### config.mk
export PLATFORM = sky130hd
export DESIGN_NAME = alu_arbiter
export DESIGN_NICKNAME = d
export VERILOG_FILES = /design/src/rtl/alu_arbiter.sv
export SDC_FILE = /design/constraint.sdc
export NUM_CORES = 1
export LEC_CHECK = 0
export ABC_AREA = 1
export CORE_MARGIN = 1
export CORE_UTILIZATION = 44
export CTS_BUF_LIST = sky130_fd_sc_hd__clkbuf_16
export DETAILED_ROUTE_END_ITERATION = 7
export GPL_ROUTABILITY_DRIVEN = 0
export GPL_TIMING_DRIVEN = 1
export PLACE_DENSITY_LB_ADDON = 0.25
export SLEW_MARGIN = 20
export SYNTH_ARGS = -nofsm -noshare
export SYNTH_HDL_FRONTEND = slang
export SYNTH_SLANG_ARGS = --single-unit
### constraint.sdc
create_clock -name clock -period 3.5 [get_ports clock]
set_clock_uncertainty 0.1 [all_clocks]
set_input_delay 0.875 -clock clock [delete_from_list [all_inputs] [get_ports clock]]
set_output_delay 0.875 -clock clock [all_outputs]
set_load 0.02 [all_outputs]
### src/rtl/alu_arbiter.sv
// Two-requester round-robin front end for a single shared ALU.
// One operation is in flight at a time: grant (IDLE) -> execute (EXEC) -> respond (RESP).
module alu_arbiter #(
  parameter int unsigned NUM_OPS = 6
) (
  input  logic        clock,
  input  logic        reset_n,
  input  logic        req0_valid,
  input  logic        req1_valid,
  output logic        req0_ready,
  output logic        req1_ready,
  input  logic [4:0]  req0_opcode,
  input  logic [4:0]  req1_opcode,
  input  logic [4:0]  req0_shamt,
  input  logic [4:0]  req1_shamt,
  input  logic [31:0] req0_opA,
  input  logic [31:0] req0_opB,
  input  logic [31:0] req1_opA,
  input  logic [31:0] req1_opB,
  output logic [31:0] alu_opA,
  output logic [31:0] alu_opB,
  output logic [4:0]  alu_opcode,
  output logic [4:0]  alu_shamt,
  input  logic [31:0] alu_result,
  input  logic        alu_ne,
  input  logic        alu_lt,
  output logic        rsp_valid,
  output logic        rsp_id,
  output logic [31:0] rsp_data,
  output logic        rsp_ne,
  output logic        rsp_lt,
  output logic        rsp_err,
  input  logic        rsp_ready
);

  localparam int unsigned DATA_W = 32;
  localparam int unsigned OP_W   = 5;

  typedef enum logic [1:0] {IDLE, EXEC, RESP} state_t;

  state_t state, state_nxt;
  logic   pri;
  logic   grant0, grant1;
  logic   accept;
  logic   cap_id;
  logic   op_illegal;

  // Round-robin: pri only matters when both requesters are valid
  always_comb begin
    grant0 = req0_valid && (!req1_valid || !pri);
    grant1 = req1_valid && (!req0_valid ||  pri);
  end

  assign accept     = (state == IDLE) && (grant0 || grant1);
  assign req0_ready = reset_n && (state == IDLE) && grant0;
  assign req1_ready = reset_n && (state == IDLE) && grant1;
  assign op_illegal = 32'(alu_opcode) >= NUM_OPS;

  always_ff @(posedge clock or negedge reset_n) begin
    if (!reset_n) state <= IDLE;
    else          state <= state_nxt;
  end

  always_comb begin
    state_nxt = state;
    case (state)
      IDLE:    if (grant0 || grant1) state_nxt = EXEC;
      EXEC:    state_nxt = RESP;
      RESP:    if (rsp_ready) state_nxt = IDLE;
      default: state_nxt = IDLE;
    endcase
  end

  // Captured operation doubles as the ALU drive, so it holds outside EXEC
  always_ff @(posedge clock or negedge reset_n) begin
    if (!reset_n) begin
      pri        <= 1'b0;
      cap_id     <= 1'b0;
      alu_opA    <= '0;
      alu_opB    <= '0;
      alu_opcode <= '0;
      alu_shamt  <= '0;
    end else if (accept) begin
      pri        <= !grant1;
      cap_id     <= grant1;
      alu_opA    <= grant1 ? req1_opA    : req0_opA;
      alu_opB    <= grant1 ? req1_opB    : req0_opB;
      alu_opcode <= grant1 ? req1_opcode : req0_opcode;
      alu_shamt  <= grant1 ? req1_shamt  : req0_shamt;
    end
  end

  // Response capture at the end of EXEC; cleared on handshake
  always_ff @(posedge clock or negedge reset_n) begin
    if (!reset_n) begin
      rsp_valid <= 1'b0;
      rsp_id    <= 1'b0;
      rsp_data  <= '0;
      rsp_ne    <= 1'b0;
      rsp_lt    <= 1'b0;
      rsp_err   <= 1'b0;
    end else if (state == EXEC) begin
      rsp_valid <= 1'b1;
      rsp_id    <= cap_id;
      rsp_data  <= op_illegal ? DATA_W'(0) : alu_result;
      rsp_ne    <= !op_illegal && alu_ne;
      rsp_lt    <= !op_illegal && alu_lt;
      rsp_err   <= op_illegal;
    end else if (state == RESP && rsp_ready) begin
      rsp_valid <= 1'b0;
    end
  end

  logic unused_ok;
  assign unused_ok = &{1'b0, OP_W[0]};

endmodule

==> metrics <==
status=finished, final reports clean; Gates resized, CTS repair=0; CP Capture Type=output pin; Slew HR=0.4116; CTS tree=built; Reg2Reg Depth=6; worst slew pin tran=0.8826 ns; final WL=19060 µm; P_leak=4.974 nW; Core Footprint=12820 µm²; HPWL Detailed=12980 µm; first-pass GRT wire length=31170 µm; number of max-cap violations=0; area of the multi-input gates=2201 µm²; final worst-path cycle share=0.9022; syn_area_per_cell=7.135 µm²; main combinational cell family by area after synthesis=simple AND/OR/NAND/NOR gates; Layout area overhead=61.03%; post-synth top area share=0.4877; crit-path max FO=3; final setup TNS=0 ns; die height=117.8 µm; vias per inst=4.891; Post-Place Worst Slack=0.3415 ns; post-synthesis sequential area ratio=0.4877; Final Hold Viols=0; # setup viols final=0; min-delay src=alu_shamt[2]$_DFFE_PN0P_; I/O pins=300; Max VDD drop=0.4493 mV; DR iter-0 viols=452; worst hold endpoint=alu_shamt[2]$_DFFE_PN0P_; clock root buffer=clkbuf_16; cells after synthesis=827; GRT Overall Usage=0.2864; ranking of synthesized cells by area=dfrtp_1, nand3_1, nand2_1; FF-to-FF End=alu_opB[9]$_DFFE_PN0P_; Crit Path Class=input port to output pin; adder-cell share of the synthesized area=0; Final Critical Period=3.158 ns; share of post-route cells with drive strength above 1=0.04570; WHS=0.3743 ns; library cells used by synthesis=13; Total Die Area=13880 µm²; dpl cells=1259; Ant. Diodes=0; fmax=0.3167 GHz; RR Startpoint=pri$_DFFE_PN0P_; Slew Limit Fails=0; Nets=1293; antenna violations before repair=0; Synth area leader=dfrtp_1; PortBufs=299; Syn Std Cell Area=5901 µm²; R2R setup slack=1.85 ns; non-filler cells in the finished layout=1288; Synth Register Bits=115; Longest Clk Path Bufs=2; drt first pass iters=7; largest net degree at the start of global routing=76; post-route setup slack=0.3423 ns; CTS clk-pin slew, worst paths=0.05 ns; post-route ant nets=0; via count=6300; compound-gate portion of the synthesized area=0.005937; starting density of the core=0.4601; Worst Path Required=2.52 ns; clock latency at the later pin of the worst-skew pair=0.40 ns; CTS buffer count=17; clock sinks=115; postcts setup bufs=0; synthesis warning total=0; multiplexer share of the synthesized area=0; grt total ovfl=0; vias in the first global route=6042; sequential cell area=2878 µm²; syn_nets=1014; Synth Area in XOR/XNOR=0; remaining routing DRC violations=0; site row count=41; hold_buf cts=0; hold crit path type=register to register; die width=117.8 µm; worst hold stages=2; Setup crit start kind=input port; H-tree depth=4; unrepaired setup endpoints after global routing=false; Routed WL per cell=14.80 µm; simple-gate area share of the yosys netlist=0.3630; Fillers=1050; PD cells=820.1 nW/µm²; critical path arrival=2.18 ns
==> worst max-delay path by stage <==
stage | startpoint | endpoint | slack [ns] | depth (start not counted)
2_1_floorplan | req1_valid | req0_ready | 0.81 | 5
3_3_place_gp | req0_valid | req1_ready | 0.35 | 5
3_5_place_dp | req0_valid | req1_ready | 0.34 | 5
4_1_cts | req0_valid | req1_ready | 0.34 | 5
5_1_grt | req0_valid | req1_ready | 0.28 | 5
6_report | req0_valid | req1_ready | 0.34 | 5
==> placed cells by master (no fill, tap or decap) <==
master           count
buf_4               17
clkdlybuf4s50_1    297
nand2_1            260
clkinvlp_4           5
bufinv_16            1
nor2_1               7
nor2_2               1
inv_1              155
a21oi_1              1
clkbuf_16           17
o21ai_4              1
dfrtp_1            115
clkinv_1             2
nor2_4               1
nand3_1            223
nand2_2              3
o21ai_0              5
clkinv_2             4
buf_2                1
==> routing by layer <==
metal	part of all wire	track usage	vias up
li1	-	-	3083
met1	0.39	0.3396	2868
met2	0.49	0.4757	315
met3	0.097	0.1008	34
met4	0.030	0.1090	0
met5	0	0	-
==> Yosys cell counts (all sizes together) <==
master and number:
nand2 263, nand3 223, inv 155, dfrtp 115
buf 42, clkbuf 13, nor2 9, o21ai 6
a21oi 1
==> registers in the layout, summed over array words and instances (netlist names) <==
name,cells
rsp_ne,1
rsp_lt,1
pri,1
alu_opA,32
alu_opcode,5
rsp_err,1
alu_opB,32
rsp_id,1
alu_shamt,5
rsp_valid,1
cap_id,1
rsp_data,32
state,2
==> cell type report <==
class                           count  share of cell area
Clock inverter                     12             0.01001
Clock buffer                       17             0.04477
Multi-Input combinational cell    502              0.2316
Tap cell                          172             0.02265
Sequential cell                   115              0.3029
Timing Repair Buffer              315              0.3268
Inverter                          155             0.06123
==> per-stage QoR <==
step	util	power [W]	instance area (µm²)
2_1_floorplan	-	0.004387	5901
6_report	0.7409	0.007792	9502
4_1_cts	0.7409	0.007850	9502
3_3_place_gp	0.7003	0.006200	8981
5_1_grt	0.7409	0.008296	9502
3_5_place_dp	0.7003	0.006268	8981
==> worst max-delay path: stages <==
cell and delay [ns]:
clkdlybuf4s50_1 0.44, inv_1 0.08, nand2_2 0.05, a21oi_1 0.13, clkdlybuf4s50_1 0.61
==> where the power goes <==
| group | switching [W] | total [W] | internal, W | leakage [nW] |
|---|---|---|---|---|
| clock | 0.000591 | 0.00154 | 0.000949 | 0.243 |
| sequential | 0.000350 | 0.00231 | 0.00196 | 1.43 |
| combinational | 0.00224 | 0.00394 | 0.00170 | 3.30 |
==> logic make-up (layout without fill, tap and decap cells) <==
logic type,count (synthesis),count (layout)
and+or+nand+nor,495,495
AOI/OAI and AO/OA,7,7
buffers and inverters,210,499
DFF,115,115
Power figures use the tool's default switching activity.
